## src/rtl/dcache_refill_ctrl_pkg.sv

```systemverilog
// Shared definitions for the dcache refill controller.
//   state_t    : controller FSM state encoding
//   *_W_DEF    : default widths used by the interface and top-level parameters
package dcache_refill_ctrl_pkg;

  localparam int ADDR_W_DEF = 32;
  localparam int DATA_W_DEF = 32;
  localparam int CNT_W_DEF  = 32;

  typedef enum logic [1:0] {
    ST_IDLE   = 2'd0,
    ST_LOOKUP = 2'd1,
    ST_MREQ   = 2'd2,
    ST_MWAIT  = 2'd3
  } state_t;

endpackage

```

## src/rtl/dcache_refill_ctrl_if.sv

```systemverilog
// Bus bundle between the dcache refill controller and its neighbours.
//   cpu_*   : MEM-stage request / response handshake
//   cache_* : combinational read port and write port of the dcache array
//   mem_*   : SRAM-like req/addr_ok/data_ok bus to the memory bridge
// master = controller view, slave = environment (CPU, array, bridge) view.
interface dcache_refill_ctrl_if
  import dcache_refill_ctrl_pkg::*;
#(
  parameter int ADDR_W = ADDR_W_DEF,
  parameter int DATA_W = DATA_W_DEF
);

  logic                cpu_req;
  logic                cpu_wr;
  logic                cpu_uncached;
  logic [ADDR_W-1:0]   cpu_addr;
  logic [DATA_W/8-1:0] cpu_wstrb;
  logic [DATA_W-1:0]   cpu_wdata;
  logic                cpu_addr_ok;
  logic                cpu_data_ok;
  logic [DATA_W-1:0]   cpu_rdata;

  logic [ADDR_W-1:0]   cache_raddr;
  logic                cache_hit;
  logic [DATA_W-1:0]   cache_rdata;
  logic                cache_wen;
  logic [ADDR_W-1:0]   cache_waddr;
  logic [DATA_W-1:0]   cache_wdata;

  logic                mem_req;
  logic                mem_wr;
  logic [ADDR_W-1:0]   mem_addr;
  logic [DATA_W/8-1:0] mem_wstrb;
  logic [DATA_W-1:0]   mem_wdata;
  logic                mem_addr_ok;
  logic                mem_data_ok;
  logic [DATA_W-1:0]   mem_rdata;

  modport master (
    input  cpu_req, cpu_wr, cpu_uncached, cpu_addr, cpu_wstrb, cpu_wdata,
    output cpu_addr_ok, cpu_data_ok, cpu_rdata,
    output cache_raddr, cache_wen, cache_waddr, cache_wdata,
    input  cache_hit, cache_rdata,
    output mem_req, mem_wr, mem_addr, mem_wstrb, mem_wdata,
    input  mem_addr_ok, mem_data_ok, mem_rdata
  );

  modport slave (
    output cpu_req, cpu_wr, cpu_uncached, cpu_addr, cpu_wstrb, cpu_wdata,
    input  cpu_addr_ok, cpu_data_ok, cpu_rdata,
    input  cache_raddr, cache_wen, cache_waddr, cache_wdata,
    output cache_hit, cache_rdata,
    input  mem_req, mem_wr, mem_addr, mem_wstrb, mem_wdata,
    output mem_addr_ok, mem_data_ok, mem_rdata
  );

endinterface

```

## src/rtl/dcache_refill_ctrl_wmerge.sv

```systemverilog
// Combinational byte-strobe merge used for store hits.
//   old_word : current array word
//   new_word : store data
//   strb     : byte enables, 1 = take the byte from new_word
//   word     : merged result
module dcache_refill_ctrl_wmerge #(
  parameter int DATA_W = 32
) (
  input  logic [DATA_W-1:0]   old_word,
  input  logic [DATA_W-1:0]   new_word,
  input  logic [DATA_W/8-1:0] strb,
  output logic [DATA_W-1:0]   word
);

  always_comb begin
    word = old_word;
    for (int i = 0; i < DATA_W/8; i++) begin
      if (strb[i]) word[i*8 +: 8] = new_word[i*8 +: 8];
    end
  end

endmodule

```

## src/rtl/dcache_refill_ctrl.sv

```systemverilog
// Dcache refill controller: one request outstanding, write-through,
// load-allocate, store-no-allocate. Looks requests up in the array,
// refills on load miss and forwards misses/stores/uncached accesses to memory.
//   clk, resetn         : clock and synchronous active-low reset
//   bus (master)        : cpu / cache array / memory handshakes
//   perf_hit, perf_miss : saturating cached-load hit and miss counters
//
// state     | meaning
// ST_IDLE   | ready, cpu_addr_ok=1, latch next request
// ST_LOOKUP | array lookup of latched address; hit returns, miss/store go on
// ST_MREQ   | mem_req held with latched fields until mem_addr_ok
// ST_MWAIT  | wait mem_data_ok, answer cpu, refill on cached load
module dcache_refill_ctrl
  import dcache_refill_ctrl_pkg::*;
#(
  parameter int ADDR_W = ADDR_W_DEF,
  parameter int DATA_W = DATA_W_DEF,
  parameter int CNT_W  = CNT_W_DEF
) (
  input  logic                    clk,
  input  logic                    resetn,
  dcache_refill_ctrl_if.master    bus,
  output logic [CNT_W-1:0]        perf_hit,
  output logic [CNT_W-1:0]        perf_miss
);

  state_t              state, state_nxt;
  logic                req_wr;
  logic                req_uncached;
  logic [ADDR_W-1:0]   req_addr;
  logic [DATA_W/8-1:0] req_wstrb;
  logic [DATA_W-1:0]   req_wdata;
  logic [DATA_W-1:0]   merged;
  logic                hit_inc;
  logic                miss_inc;

  dcache_refill_ctrl_wmerge #(.DATA_W(DATA_W)) u_wmerge (
    .old_word (bus.cache_rdata),
    .new_word (req_wdata),
    .strb     (req_wstrb),
    .word     (merged)
  );

  always_ff @(posedge clk) begin
    if (!resetn) begin
      state        <= ST_IDLE;
      req_wr       <= 1'b0;
      req_uncached <= 1'b0;
      req_addr     <= '0;
      req_wstrb    <= '0;
      req_wdata    <= '0;
      perf_hit     <= '0;
      perf_miss    <= '0;
    end else begin
      state <= state_nxt;
      if (state == ST_IDLE && bus.cpu_req) begin
        req_wr       <= bus.cpu_wr;
        req_uncached <= bus.cpu_uncached;
        req_addr     <= bus.cpu_addr;
        req_wstrb    <= bus.cpu_wstrb;
        req_wdata    <= bus.cpu_wdata;
      end
      if (hit_inc && perf_hit != '1)   perf_hit  <= perf_hit + CNT_W'(1);
      if (miss_inc && perf_miss != '1) perf_miss <= perf_miss + CNT_W'(1);
    end
  end

  always_comb begin
    state_nxt       = state;
    hit_inc         = 1'b0;
    miss_inc        = 1'b0;
    bus.cpu_addr_ok = 1'b0;
    bus.cpu_data_ok = 1'b0;
    bus.cpu_rdata   = '0;
    bus.cache_raddr = '0;
    bus.cache_wen   = 1'b0;
    bus.cache_waddr = '0;
    bus.cache_wdata = '0;
    bus.mem_req     = 1'b0;
    bus.mem_wr      = 1'b0;
    bus.mem_addr    = '0;
    bus.mem_wstrb   = '0;
    bus.mem_wdata   = '0;

    case (state)
      ST_IDLE: begin
        bus.cpu_addr_ok = 1'b1;
        if (bus.cpu_req) state_nxt = bus.cpu_uncached ? ST_MREQ : ST_LOOKUP;
      end

      ST_LOOKUP: begin
        bus.cache_raddr = req_addr;
        if (req_wr) begin
          // write-through: update a hit line, always forward the store
          if (bus.cache_hit) begin
            bus.cache_wen   = 1'b1;
            bus.cache_waddr = req_addr;
            bus.cache_wdata = merged;
          end
          state_nxt = ST_MREQ;
        end else if (bus.cache_hit) begin
          bus.cpu_data_ok = 1'b1;
          bus.cpu_rdata   = bus.cache_rdata;
          hit_inc         = 1'b1;
          state_nxt       = ST_IDLE;
        end else begin
          miss_inc  = 1'b1;
          state_nxt = ST_MREQ;
        end
      end

      ST_MREQ: begin
        bus.mem_req   = 1'b1;
        bus.mem_wr    = req_wr;
        bus.mem_addr  = {req_addr[ADDR_W-1:2], 2'b00};
        bus.mem_wstrb = req_wr ? req_wstrb : '0;
        bus.mem_wdata = req_wdata;
        if (bus.mem_addr_ok) state_nxt = ST_MWAIT;
      end

      ST_MWAIT: begin
        if (bus.mem_data_ok) begin
          bus.cpu_data_ok = 1'b1;
          if (!req_wr) begin
            bus.cpu_rdata = bus.mem_rdata;
            // refill in the same cycle the data is returned to the cpu
            if (!req_uncached) begin
              bus.cache_wen   = 1'b1;
              bus.cache_waddr = req_addr;
              bus.cache_wdata = bus.mem_rdata;
            end
          end
          state_nxt = ST_IDLE;
        end
      end

      default: state_nxt = ST_IDLE;
    endcase
  end

endmodule
```

## src/flat_wrapper.sv

```systemverilog
// flat-port wrapper written by rule: the top's interface ports become plain ports
module dcache_refill_ctrl_flat import dcache_refill_ctrl_pkg::*;
#(
  parameter int ADDR_W = ADDR_W_DEF,
  parameter int DATA_W = DATA_W_DEF,
  parameter int CNT_W  = CNT_W_DEF
)
  (clk, resetn, perf_hit, perf_miss, bus_cpu_req, bus_cpu_wr, bus_cpu_uncached, bus_cpu_addr, bus_cpu_wstrb, bus_cpu_wdata, bus_cpu_addr_ok, bus_cpu_data_ok, bus_cpu_rdata, bus_cache_raddr, bus_cache_wen, bus_cache_waddr, bus_cache_wdata, bus_cache_hit, bus_cache_rdata, bus_mem_req, bus_mem_wr, bus_mem_addr, bus_mem_wstrb, bus_mem_wdata, bus_mem_addr_ok, bus_mem_data_ok, bus_mem_rdata);
  dcache_refill_ctrl_if #(.ADDR_W(ADDR_W), .DATA_W(DATA_W)) bus_i ();
  input  logic clk;
  input  logic resetn;
  output logic [CNT_W-1:0] perf_hit;
  output logic [CNT_W-1:0] perf_miss;
  input wire logic [$bits(bus_i.cpu_req)-1:0] bus_cpu_req;
  input wire logic [$bits(bus_i.cpu_wr)-1:0] bus_cpu_wr;
  input wire logic [$bits(bus_i.cpu_uncached)-1:0] bus_cpu_uncached;
  input wire logic [$bits(bus_i.cpu_addr)-1:0] bus_cpu_addr;
  input wire logic [$bits(bus_i.cpu_wstrb)-1:0] bus_cpu_wstrb;
  input wire logic [$bits(bus_i.cpu_wdata)-1:0] bus_cpu_wdata;
  output wire logic [$bits(bus_i.cpu_addr_ok)-1:0] bus_cpu_addr_ok;
  output wire logic [$bits(bus_i.cpu_data_ok)-1:0] bus_cpu_data_ok;
  output wire logic [$bits(bus_i.cpu_rdata)-1:0] bus_cpu_rdata;
  output wire logic [$bits(bus_i.cache_raddr)-1:0] bus_cache_raddr;
  output wire logic [$bits(bus_i.cache_wen)-1:0] bus_cache_wen;
  output wire logic [$bits(bus_i.cache_waddr)-1:0] bus_cache_waddr;
  output wire logic [$bits(bus_i.cache_wdata)-1:0] bus_cache_wdata;
  input wire logic [$bits(bus_i.cache_hit)-1:0] bus_cache_hit;
  input wire logic [$bits(bus_i.cache_rdata)-1:0] bus_cache_rdata;
  output wire logic [$bits(bus_i.mem_req)-1:0] bus_mem_req;
  output wire logic [$bits(bus_i.mem_wr)-1:0] bus_mem_wr;
  output wire logic [$bits(bus_i.mem_addr)-1:0] bus_mem_addr;
  output wire logic [$bits(bus_i.mem_wstrb)-1:0] bus_mem_wstrb;
  output wire logic [$bits(bus_i.mem_wdata)-1:0] bus_mem_wdata;
  input wire logic [$bits(bus_i.mem_addr_ok)-1:0] bus_mem_addr_ok;
  input wire logic [$bits(bus_i.mem_data_ok)-1:0] bus_mem_data_ok;
  input wire logic [$bits(bus_i.mem_rdata)-1:0] bus_mem_rdata;
  assign bus_i.cpu_req = bus_cpu_req;
  assign bus_i.cpu_wr = bus_cpu_wr;
  assign bus_i.cpu_uncached = bus_cpu_uncached;
  assign bus_i.cpu_addr = bus_cpu_addr;
  assign bus_i.cpu_wstrb = bus_cpu_wstrb;
  assign bus_i.cpu_wdata = bus_cpu_wdata;
  assign bus_cpu_addr_ok = bus_i.cpu_addr_ok;
  assign bus_cpu_data_ok = bus_i.cpu_data_ok;
  assign bus_cpu_rdata = bus_i.cpu_rdata;
  assign bus_cache_raddr = bus_i.cache_raddr;
  assign bus_cache_wen = bus_i.cache_wen;
  assign bus_cache_waddr = bus_i.cache_waddr;
  assign bus_cache_wdata = bus_i.cache_wdata;
  assign bus_i.cache_hit = bus_cache_hit;
  assign bus_i.cache_rdata = bus_cache_rdata;
  assign bus_mem_req = bus_i.mem_req;
  assign bus_mem_wr = bus_i.mem_wr;
  assign bus_mem_addr = bus_i.mem_addr;
  assign bus_mem_wstrb = bus_i.mem_wstrb;
  assign bus_mem_wdata = bus_i.mem_wdata;
  assign bus_i.mem_addr_ok = bus_mem_addr_ok;
  assign bus_i.mem_data_ok = bus_mem_data_ok;
  assign bus_i.mem_rdata = bus_mem_rdata;
  dcache_refill_ctrl #(.ADDR_W(ADDR_W), .DATA_W(DATA_W), .CNT_W(CNT_W)) u_core (.clk(clk), .resetn(resetn), .bus(bus_i), .perf_hit(perf_hit), .perf_miss(perf_miss));
endmodule
```

## config.mk

```make
export PLATFORM = sky130hd
export DESIGN_NAME = dcache_refill_ctrl_flat
export DESIGN_NICKNAME = d
export VERILOG_FILES = /design/src/rtl/dcache_refill_ctrl_pkg.sv /design/src/rtl/dcache_refill_ctrl_if.sv /design/src/rtl/dcache_refill_ctrl_wmerge.sv /design/src/rtl/dcache_refill_ctrl.sv /design/src/flat_wrapper.sv
export SDC_FILE = /design/constraint.sdc
export NUM_CORES = 1
export LEC_CHECK = 0
export BUFFER_PORTS_ARGS = -buffer_cell sky130_fd_sc_hd__buf_2
export CAP_MARGIN = 20
export CORE_AREA = 2 2 158 160
export CTS_CLUSTER_DIAMETER = 80
export CTS_CLUSTER_SIZE = 20
export DETAILED_ROUTE_END_ITERATION = 10
export DIE_AREA = 0 0 160 162
export MAX_ROUTING_LAYER = met4
export SYNTH_ARGS = -nofsm -noshare
export SYNTH_HDL_FRONTEND = slang
export SYNTH_HIERARCHICAL = 1
export SYNTH_SLANG_ARGS = --single-unit
```

## constraint.sdc

```tcl
create_clock -name clk -period 1.8 [get_ports clk]
set_input_delay 0.27 -clock clk [delete_from_list [all_inputs] [get_ports clk]]
set_output_delay 0.27 -clock clk [all_outputs]
set_load 0.01 [all_outputs]
```

==> metrics.yaml, run 1 <==
global_route:
  antenna_found_initial: 6
  overflow: 0
  grt_max_degree: 53
  grtUsageTotal: 0.2628
  grt_pass1_wl_um: 51980
  grt_pass1_vias: 8950
clock_tree:
  cts-root-buf: "clkbuf_16"
  cts_tree: "done"
  cts.path.max_buffers: 2
  cts-buffers-inserted: 17
  cts.sinks: 136
  hold_buffers: 0
  clk_pin_slew_ns: 0.07
  clk_latency_ns: 0.41
  htreeDepth: 4
cells_and_area:
  drive_gt1_frac: 0.5813
  final_util: 0.5962
  syn2layout_area_growth_pct: 81.64
  finalNonFillerCells: 1868
  nNetsFinal: 1667
  ff_latch_area_um2: 2763
  multi_input_area_um2: 5713
  fillers: 2148
detailed_routing:
  route.met2.wl_um: 18580
  wl_per_cell_um: 19.71
  drt_iter0_drc: 651
  route.antenna.remaining_nets: 0
  firstDrtPassIters: 5
  top_layer: "met4"
  vias_per_cell: 5.174
  wl_um: 36820
  route.vias.total: 9665
  route.met3.wl_um: 2166
  drc: 0
  wirelength_met1_um: 15050
floorplanning:
  initial_core_util: 0.3282
  die_height_um: 162
  core_area_um2: 24110
  rows: 57
  die_w_um: 160
  ios: 405
  dieArea_um2: 25920
setup_path:
  cp_top_family: "simple AND/OR/NAND/NOR gates"
  slowest_delay_ns: 0.34
  path_class: "reg -> out"
  arrival_ns: 1.98
  slowest_stage: "dfxtp_4"
  required_ns: 1.53
  critical_path_buf_inv_count: 3
  end_kind: "primary output"
  crit_chain: "buf_6, and4b_4, nor2b_4, buf_12, or2_4, and2_1, buf_2"
  cp_max_fo: 8
  startpoint_type: "flop"
timing:
  hold_viol: 0
  finalSetupViolCount: 260
  fmax_ghz: 0.4450
  worst_slack_ns: -0.4470
  slew_viol_final: 0
  rsz0062_at_grt: "true"
  finClkSkew_ns: 0.01068
  fin_setup_tns_ns: -60.70
  finalCriticalPeriod_ns: 2.247
  finalCritPeriodShare: 1.248
  timing.slew.headroom: 0.6246
  worstMarginPinSlew_ns: 0.5631
synthesis:
  ys_async_sr_fraction: 0
  yosys.cell_types.count: 56
  ys.flop_type: "dfxtp_1"
  synth_edf_count: 0
  syn_avg_cell_area_um2: 8.066
  ys_ff_latch: 136
  syn_area_um2: 7913
  yosysWarningCount: 6
  ys_seq_area_frac: 0.3441
  syn_inst: 981
power:
  p_leak_uw: 0.006553
  total_power_uw: 9222
  ir_worst_vdd_mv: 0.5309
  power_density_nw_per_um2: 641.7
placement:
  port_buffers: 402
  hpwl_um: 23490
  gp_congestion: 0.9138
  numPlacedInstances: 1764
  pre_cts_ws_ns: -0.2456
flow_run:
  cap_violations: 0
status:
  status: "complete, but fails checks"
  violations: "setup timing"
worst_hold_path:
  hold_class: "in -> reg"
-- report_power, final --
part | switching (uW) | total (uW) | internal [uW]
combinational | 1030 | 2160 | 1130
clock | 1490 | 3750 | 2260
sequential | 162 | 3310 | 3150
-- routing by layer --
| layer | GRT usage | up-vias |
|---|---|---|
| li1 | - | 4560 |
| met1 | 0.3146 | 4618 |
| met2 | 0.4512 | 406 |
| met3 | 0.04750 | 81 |
| met4 | 0.08108 | 0 |
| met5 | - | - |
-- path summary, 6_finish.rpt --
path	start	to	slack, ns	cells after the start
hold reg to reg	u_core/req_wdata[15]$_SDFFE_PN0P_	u_core/req_wdata[15]$_SDFFE_PN0P_	0.48	2
hold / removal	bus_cpu_wstrb[3]	u_core/req_wstrb[3]$_SDFFE_PN0P_	0.09	3
setup reg to reg	u_core/req_wr$_SDFFE_PN0P_	u_core/perf_miss[6]$_SDFFE_PN0P_	-0.43	10
setup / recovery	u_core/req_wr$_SDFFE_PN0P_	bus_cache_waddr[23]	-0.45	7
-- state kept, by name, indices dropped and copies added, names as in the netlist --
register / flops
u_core/req_wstrb: 4
u_core/perf_hit: 32
u_core/req_wdata: 32
u_core/state: 2
u_core/req_addr: 32
u_core/req_uncached: 1
u_core/perf_miss: 32
u_core/req_wr: 1
-- through the flow --
stage / instance area, um^2 / hold slack [ns]
after floorplan: 8019 / 0.3956
after global placement: 11230 / 0.4550
after detailed placement: 11230 / 0.4575
after CTS: 13100 / 0.06952
after global routing: 14370 / 0.06966
final: 14370 / 0.09016
-- cell usage after synthesis, drive strengths merged, types with 2 or more instances --
library cell	count	share of area
nand2	177	0.084
dfxtp	136	0.34
and2	134	0.11
a21oi	97	0.061
a22o	64	0.071
clkbuf	56	0.027
mux2	32	0.061
nand3	30	0.020
nor2	26	0.012
nand4	23	0.020
o21ai	23	0.015
or3	20	0.016
buf	18	0.015
xnor2	16	0.018
and3	14	0.011
nor4	14	0.014
mux2i	12	0.015
nand2b	11	0.0087
and4	10	0.011
a211oi	8	0.0076
inv	7	0.0033
or4	7	0.0071
nor3	6	0.0038
o31ai	6	0.0057
nor2b	4	0.0032
o21a	4	0.0038
o31a	3	0.0033
or2	3	0.0024
xor2	3	0.0033
a2111oi	2	0.0046
ha	2	0.0032
o41ai	2	0.0055
-- tightest hold or removal path, stage by stage --
cell and delay [ns]:
buf_2 0.09, nand2_1 0.04, a21oi_1 0.05
-- kinds of logic after synthesis --
family	count (synthesis)	synth area share
muxes	44	0.07590
AOI/OAI and AO/OA	214	0.1822
other	1	0.0004739
adders and majority gates	2	0.003162
buffers and inverters	81	0.04554
DFF	136	0.3441
and+or+nand+nor	484	0.3276
xor gates and xnor gates	19	0.02103
-- repair_timing --
item,in CTS,in global routing
endpoints found under the setup margin,219,261
gates resized for setup,154,257
buffers inserted,25,27
pin swaps,68,56
cloned,19,5
-- layout make-up --
type / count / share of cell area
multi-input combinational: 769 / 0.3975
inverter: 7 / 0.002002
sequential: 136 / 0.1922
clock inverter: 14 / 0.01280
antenna: 6 / 0.001045
timing repair buffer: 594 / 0.3357
clock buffer: 18 / 0.03056
tap: 324 / 0.02821
-- cells in the final DEF (no fill, tap or decap), types with 7 or more instances in the layout --
cell type	Yosys	layout
buf_2	5	292
nand2_1	177	174
buf_6	4	134
buf_4	5	127
dfxtp_1	136	110
and2_4	0	101
a21oi_1	97	82
a22o_1	64	62
and2_1	134	32
mux2_4	32	32
nor2_1	26	25
buf_12	0	24
dfxtp_2	0	23
nand4_1	22	22
clkbuf_16	0	21
nand3_1	28	21
o21ai_1	23	18
a21oi_2	0	15
xnor2_1	16	14
mux2i_1	12	12
nand2b_1	11	11
buf_16	0	10
or3_4	0	10
or3_1	20	10
and3_4	0	7
(Power assumes the default switching activity.)
==> inputs of run 2 (changes only) <==
--- a/config.mk
+++ b/config.mk
@@ -13,6 +13,7 @@
 export DETAILED_ROUTE_END_ITERATION = 10
 export DIE_AREA = 0 0 160 162
 export MAX_ROUTING_LAYER = met4
+export PLACE_DENSITY = 0.62
 export SYNTH_ARGS = -nofsm -noshare
 export SYNTH_HDL_FRONTEND = slang
 export SYNTH_HIERARCHICAL = 1
==> run 2 against run 1 <==
The flow still finishes with violations (setup timing). Worst hold slack worse by 0.010 ns. Maximum frequency grew 4.8%. Sequential share of layout area is 0.80 points higher. Critical path depth decreased by 1. Utilization is 1.9 points lower.
==> metrics.yaml, run 2 (synthesis results as in run 1) <==
placement:
  hpwl_um: 24100  # +2.6%
  gp_congestion: 0.9286  # +1.6%
  place_area_um2: 11270  # +0.36%
  port_buffers: 402  # unchanged
  pre_cts_ws_ns: -0.1269  # +0.1187 ns
  numPlacedInstances: 1773  # +0.51%
power:
  p_leak_uw: 0.006394  # -2.4%
  pwr-share-comb: 0.231  # -0.003
  power_density_nw_per_um2: 632.6  # -1.4%
  ir_worst_vdd_mv: 0.5544  # +4.4%
  p_int_uw: 6136  # -6.1%
  pwr-share-clk: 0.394  # -0.012
  pwr-share-seq: 0.376  # +0.017
  switchingPower_uw: 2661  # -1.0%
  switching_share: 0.3025  # +0.01104
clock_tree:
  cts-root-buf: "clkbuf_16"
  cts.sinks: 136  # unchanged
  cts.path.max_buffers: 2  # unchanged
  clk_pin_slew_ns: 0.07  # about the same
  cts_tree: "done"
  clk_latency_ns: 0.43  # +0.02 ns
  hold_buffers: 0  # unchanged
  cts-buffers-inserted: 17  # unchanged
  htreeDepth: 4  # unchanged
detailed_routing:
  route.antenna.remaining_nets: 0  # unchanged
  firstDrtPassIters: 7  # +2
  wl_per_cell_um: 19.76  # +0.26%
  drt_iter0_drc: 654  # +0.46%
  vias_per_cell: 5.201  # +0.53%
  route.vias.total: 9643  # -0.23%
  wl_um: 36640  # -0.49%
  drc: 0  # unchanged
cells_and_area:
  layout_commonest_cell: "buf_2"
  nNetsFinal: 1655  # -0.72%
  syn2layout_area_growth_pct: 75.74
  drive_gt1_frac: 0.5839  # +0.002605
  fin_area_um2: 13910  # -3.2%
  final_cell_mix: "buf_2 (291), nand2_1 (175), buf_4 (134), buf_6 (128), and2_4 (110)"
  finalNonFillerCells: 1854  # -0.75%
  fillers: 2205  # +2.7%
worst_hold_path:
  hold_class: "in -> reg"
setup_path:
  r2r-end: "u_core/perf_miss[31]$_SDFFE_PN0P_"
  cp.depth: 6  # -1
  path_class: "reg -> out"
  cp_top_family: "buffers and inverters"
  ff2ff_setup_slack_ns: -0.14  # +0.29 ns
  worstReg2RegStart: "u_core/req_wr$_SDFFE_PN0P_"
  required_ns: 1.53  # about the same
  cp_max_fo: 32  # +24
  crit_path_end: "bus_cache_wdata[14]"
  arrival_ns: 1.87  # -0.11 ns
  crit_start: "u_core/state[1]$_SDFFE_PN0P_"
  end_kind: "primary output"
  slowest_stage: "dfxtp_4"
  startpoint_type: "flop"
  crit_chain: "buf_6, nor2b_4, and3_4, buf_12, a22o_1, buf_2"
  slowest_delay_ns: 0.36  # +0.02 ns
  worstRegToRegCells: 7  # -3
  critical_path_buf_inv_count: 3  # unchanged
timing:
  whs_ns: 0.08015  # -0.01001 ns
  fin_setup_tns_ns: -39.89  # +20.81 ns
  finalCritPeriodShare: 1.191  # -0.05760
  worst_slack_ns: -0.3433  # +0.1037 ns
  fmax_ghz: 0.4666  # +4.8%
  slew_viol_final: 0  # unchanged
  finClkSkew_ns: 0.01749  # +0.006807 ns
  finalSetupViolCount: 225  # -13%
  timing.slew.headroom: 0.6116  # -0.01302
  hold_viol: 0  # unchanged
  finalCriticalPeriod_ns: 2.143  # -0.1037 ns
  rsz0062_at_grt: "true"
  worstMarginPinSlew_ns: 0.5826  # +0.01953 ns
global_route:
  grt_pass1_vias: 8546  # -4.5%
  antenna_found_initial: 5  # -1
  grtUsageTotal: 0.2459  # -0.01684
  overflow: 0  # unchanged
  grt_max_degree: 58  # +9.4%
  grt_pass1_wl_um: 48770  # -6.2%
floorplanning:
  core_area_um2: 24110  # unchanged
  rows: 57  # unchanged
  die_height_um: 162  # unchanged
  ios: 405  # unchanged
  dieArea_um2: 25920  # unchanged
  initial_core_util: 0.3282  # unchanged
  die_w_um: 160  # unchanged
status:
  violations: "setup timing"
  status: "complete, but fails checks"
flow_run:
  cap_violations: 0  # unchanged
## run 2: metrics by stage
step / power, uW / utilization
2_1_floorplan: 4127 / -
3_5_place_dp: 4793 / 0.4676
5_1_grt: 9129 / 0.5769
3_3_place_gp: 4764 / 0.4676
4_1_cts: 8300 / 0.5010
6_report: 8797 / 0.5769
## run 2: layout make-up
class,count,area (um^2),share of cell area
Timing Repair Buffer,582,4517,0.3248
Inverter,7,28.78,0.002069
Multi-Input combinational cell,769,5584,0.4016
Sequential cell,136,2784,0.2002
Antenna cell,4,10.01,0.0007198
Tap cell,324,405.4,0.02915
Clock inverter,14,137.6,0.009897
Clock buffer,18,439.2,0.03158
## run 2: worst min path at each step
| stage | cells after the start | from | endpoint | slack, ns |
|---|---|---|---|---|
| finish | 3 | bus_cpu_addr[23] | u_core/req_addr[23]$_SDFFE_PN0P_ | 0.08 |
| global route | 3 | bus_cpu_addr[17] | u_core/req_addr[17]$_SDFFE_PN0P_ | 0.07 |
| CTS | 3 | bus_cpu_addr[20] | u_core/req_addr[20]$_SDFFE_PN0P_ | 0.06 |
| detailed placement | 2 | u_core/req_uncached$_SDFFE_PN0P_ | u_core/req_uncached$_SDFFE_PN0P_ | 0.46 |
| global placement | 2 | u_core/req_uncached$_SDFFE_PN0P_ | u_core/req_uncached$_SDFFE_PN0P_ | 0.46 |
| floorplan | 2 | bus_cpu_wr | u_core/req_wr$_SDFFE_PN0P_ | 0.40 |
## run 2: per-layer routing
metal | GRT usage | vias to the layer above | wire (um) | part of all wire
met5 | - | - | 0 | 0
met4 | 0.06716 | 0 | 917 | 0.025
met3 | 0.04877 | 67 | 2321 | 0.063
met2 | 0.4128 | 461 | 18450 | 0.50
met1 | 0.3027 | 4581 | 14950 | 0.41
li1 | - | 4534 | - | -
## run 2: power groups by stage
stage / Sequential (uW) / Clock [uW] / Combinational, uW
floorplan: 3300 / 0 / 826
global placement: 3340 / 0 / 1420
detailed placement: 3350 / 0 / 1440
CTS: 3280 / 3520 / 1490
global route: 3320 / 3670 / 2140
finish: 3300 / 3460 / 2030
## run 2: what timing repair did
action | CTS | global route
pin swaps | 52 | 58
cloned | 4 | 18
endpoints found under the setup margin | 210 | 252
buffers inserted | 2 | 26
resized for setup | 43 | 348
endpoints found under the hold margin | 0 | 0
## run 2: worst reg2reg max path, delay by kind of cell, from the launching register on
family                 cells  cell delay [ns]
flip-flops                 1             0.34
AO/OA/AOI/OAI              2             0.27
AND/OR/NAND/NOR            2             0.78
buffers and inverters      3             0.50
